## src/rtl/decode_regread_pkg.sv

```systemverilog
// Shared widths and helpers for the decode/register-read stage.
package decode_regread_pkg;

  localparam int XLEN       = 32;
  localparam int PC_W       = 8;
  localparam int IMM_W      = 12;
  localparam int REG_ADDR_W = 5;
  localparam int NUM_REGS   = 32;

  function automatic logic [XLEN-1:0] sign_extend_imm(input logic [IMM_W-1:0] imm);
    return {{(XLEN-IMM_W){imm[IMM_W-1]}}, imm};
  endfunction

endpackage

```

## src/rtl/decode_regread_regfile.sv

```systemverilog
// 32 x XLEN architectural register file: one write port, two combinational
// read ports that see a same-cycle write, x0 hardwired to zero.
module regfile_2r1w
  import decode_regread_pkg::*;
(
  input  logic                  clk,
  input  logic                  rst_n,
  input  logic                  wb_en_i,
  input  logic [REG_ADDR_W-1:0] wb_rd_i,
  input  logic [XLEN-1:0]       wb_data_i,
  input  logic [REG_ADDR_W-1:0] rs1_i,
  input  logic [REG_ADDR_W-1:0] rs2_i,
  output logic [XLEN-1:0]       rs1_val_o,
  output logic [XLEN-1:0]       rs2_val_o
);

  logic [XLEN-1:0] regs_q [NUM_REGS];

  always_ff @(posedge clk or negedge rst_n) begin
    if (!rst_n) begin
      for (int i = 0; i < NUM_REGS; i++) regs_q[i] <= '0;
    end else if (wb_en_i && (wb_rd_i != '0)) begin
      regs_q[wb_rd_i] <= wb_data_i;
    end
  end

  always_comb begin
    rs1_val_o = regs_q[rs1_i];
    if (rs1_i == '0) rs1_val_o = '0;
    else if (wb_en_i && (wb_rd_i == rs1_i)) rs1_val_o = wb_data_i;

    rs2_val_o = regs_q[rs2_i];
    if (rs2_i == '0) rs2_val_o = '0;
    else if (wb_en_i && (wb_rd_i == rs2_i)) rs2_val_o = wb_data_i;
  end

endmodule

```

## src/rtl/decode_regread.sv

```systemverilog
// Register-read stage: bypassed operand read into a one-entry valid/ready slot,
// 1-cycle latency; stalls via in_ready, held operands track write-back while stalled.
module decode_regread
  import decode_regread_pkg::*;
(
  input  logic                  clk,
  input  logic                  reset,
  input  logic                  in_valid,
  output logic                  in_ready,
  input  logic [PC_W-1:0]       in_pc,
  input  logic [REG_ADDR_W-1:0] in_rd,
  input  logic [REG_ADDR_W-1:0] in_rs1,
  input  logic [REG_ADDR_W-1:0] in_rs2,
  input  logic [IMM_W-1:0]      in_imm,
  input  logic                  wb_en,
  input  logic [REG_ADDR_W-1:0] wb_rd,
  input  logic [XLEN-1:0]       wb_data,
  input  logic                  flush,
  output logic                  out_valid,
  input  logic                  out_ready,
  output logic [PC_W-1:0]       out_pc,
  output logic [REG_ADDR_W-1:0] out_rd,
  output logic [XLEN-1:0]       out_rs1_val,
  output logic [XLEN-1:0]       out_rs2_val,
  output logic [XLEN-1:0]       out_imm
);

  logic [XLEN-1:0]       rs1_rd_val, rs2_rd_val;
  logic                  vld_q, vld_d;
  logic [PC_W-1:0]       pc_q, pc_d;
  logic [REG_ADDR_W-1:0] rd_q, rd_d;
  logic [REG_ADDR_W-1:0] rs1_idx_q, rs1_idx_d, rs2_idx_q, rs2_idx_d;
  logic [XLEN-1:0]       rs1_val_q, rs1_val_d, rs2_val_q, rs2_val_d;
  logic [XLEN-1:0]       imm_q, imm_d;
  logic                  capture, refresh;

  regfile_2r1w u_regfile (
    .clk       (clk),
    .rst_n     (reset),
    .wb_en_i   (wb_en),
    .wb_rd_i   (wb_rd),
    .wb_data_i (wb_data),
    .rs1_i     (in_rs1),
    .rs2_i     (in_rs2),
    .rs1_val_o (rs1_rd_val),
    .rs2_val_o (rs2_rd_val)
  );

  assign in_ready = ~vld_q | out_ready;
  assign capture  = in_valid & in_ready & ~flush;
  // A stalled slot would otherwise hold operands that write-back has since made stale.
  assign refresh  = vld_q & ~out_ready & ~flush & wb_en & (wb_rd != '0);

  always_comb begin
    vld_d     = vld_q;
    pc_d      = pc_q;
    rd_d      = rd_q;
    rs1_idx_d = rs1_idx_q;
    rs2_idx_d = rs2_idx_q;
    rs1_val_d = rs1_val_q;
    rs2_val_d = rs2_val_q;
    imm_d     = imm_q;

    if (capture) begin
      pc_d      = in_pc;
      rd_d      = in_rd;
      rs1_idx_d = in_rs1;
      rs2_idx_d = in_rs2;
      rs1_val_d = rs1_rd_val;
      rs2_val_d = rs2_rd_val;
      imm_d     = sign_extend_imm(in_imm);
    end else if (refresh) begin
      if (wb_rd == rs1_idx_q) rs1_val_d = wb_data;
      if (wb_rd == rs2_idx_q) rs2_val_d = wb_data;
    end

    if (flush)          vld_d = 1'b0;
    else if (capture)   vld_d = 1'b1;
    else if (out_ready) vld_d = 1'b0;
  end

  always_ff @(posedge clk or negedge reset) begin
    if (!reset) begin
      vld_q     <= 1'b0;
      pc_q      <= '0;
      rd_q      <= '0;
      rs1_idx_q <= '0;
      rs2_idx_q <= '0;
      rs1_val_q <= '0;
      rs2_val_q <= '0;
      imm_q     <= '0;
    end else begin
      vld_q     <= vld_d;
      pc_q      <= pc_d;
      rd_q      <= rd_d;
      rs1_idx_q <= rs1_idx_d;
      rs2_idx_q <= rs2_idx_d;
      rs1_val_q <= rs1_val_d;
      rs2_val_q <= rs2_val_d;
      imm_q     <= imm_d;
    end
  end

  assign out_valid   = vld_q;
  assign out_pc      = pc_q;
  assign out_rd      = rd_q;
  assign out_rs1_val = rs1_val_q;
  assign out_rs2_val = rs2_val_q;
  assign out_imm     = imm_q;

endmodule

```

## config.mk

```make
export PLATFORM = sky130hd
export DESIGN_NAME = decode_regread
export DESIGN_NICKNAME = d
export VERILOG_FILES = /design/src/rtl/decode_regread_pkg.sv /design/src/rtl/decode_regread_regfile.sv /design/src/rtl/decode_regread.sv
export SDC_FILE = /design/constraint.sdc
export NUM_CORES = 2
export LEC_CHECK = 0
export BUFFER_PORTS_ARGS = -buffer_cell sky130_fd_sc_hd__buf_2
export CORE_MARGIN = 2
export CORE_UTILIZATION = 30
export DETAILED_ROUTE_END_ITERATION = 6
export PLACE_DENSITY = 0.52
export SYNTH_ARGS = -nofsm -noshare
export SYNTH_HDL_FRONTEND = slang
export SYNTH_SLANG_ARGS = --single-unit
```

## constraint.sdc

```tcl
create_clock -name clk -period 4.7 [get_ports clk]
set_input_delay 0.94 -clock clk [delete_from_list [all_inputs] [get_ports clk]]
set_output_delay 0.94 -clock clk [all_outputs]
set_load 0.005 [all_outputs]
```

==> metrics.md <==
| Metric | Value |
|---|---|
| Status | `complete, no violations` |
| Layout cells sized above 1 | `0.513` |
| Number of library cell types mapped by synthesis | `51` |
| First-pass GRT wire length | `306000 um` |
| Total I/O pin count | `189` |
| Post-route cell area | `0.0686 mm2` |
| Cell count after synthesis | `4151` |
| Overall routing resource usage | `0.206` |
| Post-placement cell area | `0.0641 mm2` |
| GP Congestion | `0.839` |
| Max-slew violations | `0` |
| Worst slack, placed | `0.956 ns` |
| RSZ-0062 raised after global routing | `no` |
| Synth Warn # | `0` |
| Synth top area cells | `dfrtp_1 (47%), mux2_2 (20%), mux4_2 (16%)` |
| Iteration-0 DRC Markers | `3081` |
| Worst path setup slack after routing | `1.70 ns` |
| Peak VDD IR | `0.409 mV` |
| Setup CP Type | `in -> reg` |
| FF-to-FF setup slack | `1.76 ns` |
| Area grow syn2layout | `14.8%` |
| Routed vias/inst | `5.70` |
| Setup crit end kind | `flop` |
| Static leakage | `29.5 nW` |
| DR DRC count | `0` |
| Crit path DAT | `3.70 ns` |
| Crit Reg-Reg Endpoint | `out_rs2_val[5]` |
| Post-route ant nets | `0` |
| Worst-Margin Slew | `1.20 ns` |
| Layout net count | `4225` |
| Tcrit/Tclk final | `0.639` |
| Mapped Nets | `4229` |
| Tot Pwr | `29.4 mW` |
| Mapped cell area | `0.0597 mm2` |
| Clock Sinks | `1124` |
| Total CTS buffers | `132` |
| Max Clk Rate | `333 MHz` |
| Synth area leader | `dfrtp_1` |
| Via count | `39300` |
| # rows | `163` |
| Slew HR | `0.195` |
| Clock-pin slew on the worst setup and hold paths | `0.06 ns` |
| EDFF count, synth | `0` |
| Die Area | `0.203 mm2` |
| Core area | `0.198 mm2` |
| Area occupied by multi-input gates | `0.0297 mm2` |
| Die W | `450 um` |
| 1st-pass router iterations | `6` |
| Largest net degree at the start of global routing | `108` |
| Hold WC Path Type | `in -> async` |
| HPWL after DPL | `130000 um` |
| Final min period | `3.00 ns` |
| Die Ht | `450 um` |
| Post-CTS sizing | `0` |
| Maximum fanout along the worst path | `54` |
| Reg2reg path depth | `7` |
| Initial Util | `0.302` |
| Post-layout util | `0.347` |
| Setup violations, final | `0` |
| Initial antenna violation count | `13` |
| Max-capacitance violation count | `0` |
| Final hold violations | `0` |
| Synthesized area per cell | `14.4 um2` |
| Share of flip-flops with an asynchronous set or reset | `1.00` |
| Startpoint types | `input port` |
| Final global-route overflow total | `0` |
| Clk_lat worst skew | `0.80 ns` |
| Pwr dens | `428 mW/mm2` |
| Vias in the first global route | `40600` |
| Synthesis-stage register bit count | `1124` |
| Main synth FF type | `dfrtp_1` |
| Register area | `0.0281 mm2` |
| Routed WL per cell | `30.5 um` |
| Root Buffer | `clkbuf_16` |
| CTS Buffer Depth | `3` |
| Setup Buffers After CTS | `0` |
| Critical Path RT | `5.39 ns` |
| Hold buffers post-CTS | `0` |
| IO buf count | `188` |
| CTS tree | `yes` |
| Sequential share of the synthesized area | `0.471` |
| Most common cell after layout, fill and taps aside | `dfrtp_1` |
| Setup_tns | `0 ns` |
| Clk_skew | `0.0271 ns` |
| H-tree Lvls | `4` |
| Most frequent cells in the layout | `dfrtp_1 (1124), mux2_2 (1085), mux4_2 (421)` |
| Total Routed Length | `211000 um` |
| Top cell type's share of synthesized area | `0.471` |
| Filler cell count | `19100` |
| Reg-to-reg startpoint | `out_valid` |
==> logic make-up (layout without fill, tap and decap cells) <==
kind of cell | after synthesis | in the layout | share of synthesized area
mux | 1791 | 1791 | 0.411
flops | 1124 | 1124 | 0.471
buf+inv | 504 | 601 | 0.0366
compound gates | 480 | 480 | 0.0605
simple gates | 232 | 232 | 0.0183
xor+xnor | 20 | 20 | 0.00293
other cells | 0 | 7 | 0
==> per-layer routing <==
layer,share of wire,GRT usage,up-vias
met2,0.49,0.343,1348
li1,-,-,16000
met4,0.045,0.0887,4
met3,0.053,0.0355,399
met1,0.41,0.263,21500
met5,0.00013,0,-
==> metrics by stage <==
step	hold WS [ns]	instances
floorplan	0.441	4151
global placement	0.376	6653
detailed placement	0.383	6653
CTS	0.201	6888
global route	0.229	6893
finish	0.229	6895
==> power by group <==
part	internal [mW]	total (mW)	leakage (nW)	switching, mW
clock network	6.23	10.6	2.20	4.34
logic	3.36	5.80	13.0	2.44
registers	11.5	13.0	14.3	1.49
total	21.1	29.4	29.5	8.27
==> cell usage after synthesis (24+ instances only) <==
| cell | number |
|---|---|
| o221ai_1 | 80 |
| a311o_1 | 24 |
| buf_1 | 81 |
| mux2_2 | 1085 |
| nand3_1 | 35 |
| o22ai_1 | 64 |
| a22oi_1 | 61 |
| mux2i_1 | 283 |
| a221oi_1 | 30 |
| nand2_1 | 117 |
| mux4_2 | 421 |
| o21ai_0 | 127 |
| clkbuf_1 | 295 |
| a21oi_1 | 35 |
| dfrtp_1 | 1124 |
| and3_1 | 31 |
| buf_2 | 82 |
| buf_4 | 29 |
==> worst max-delay path: stages <==
cell and delay [ns]:
buf_8 0.50, xor2_1 0.23, nor3_4 0.50, buf_4 0.30, a31o_2 0.61, o221ai_1 0.22, o221ai_1 0.24
==> flip-flops by register name, summed over array words and instances (netlist names) <==
register,cells
out_valid,1
rs1_idx_q,5
out_rs1_val,32
rs2_idx_q,5
out_pc,8
out_rs2_val,32
u_regfile.regs_q,1024
out_rd,5
out_imm,12
==> worst max-delay path by stage <==
stage,start,end,cells past startpoint
2_1_floorplan,in_rs2[2],out_rs2_val[6],8
3_3_place_gp,in_rs2[0],out_rs2_val[31],7
3_5_place_dp,in_rs2[0],out_rs2_val[30],7
4_1_cts,in_rs2[0],out_rs2_val[30],7
5_1_grt,in_rs2[0],out_rs2_val[30],7
6_report,in_rs2[0],out_rs2_val[30],7
==> area by class of cell <==
class / instances / area share
diodes: 7 / 0.000255
clock buffers: 195 / 0.0578
clock inverters: 40 / 0.00677
inverters: 6 / 0.000347
multi-input cells: 2523 / 0.433
flip-flops and latches: 1124 / 0.410
well taps: 2640 / 0.0482
repair buffers: 360 / 0.0437
Power figures use the tool's default switching activity.
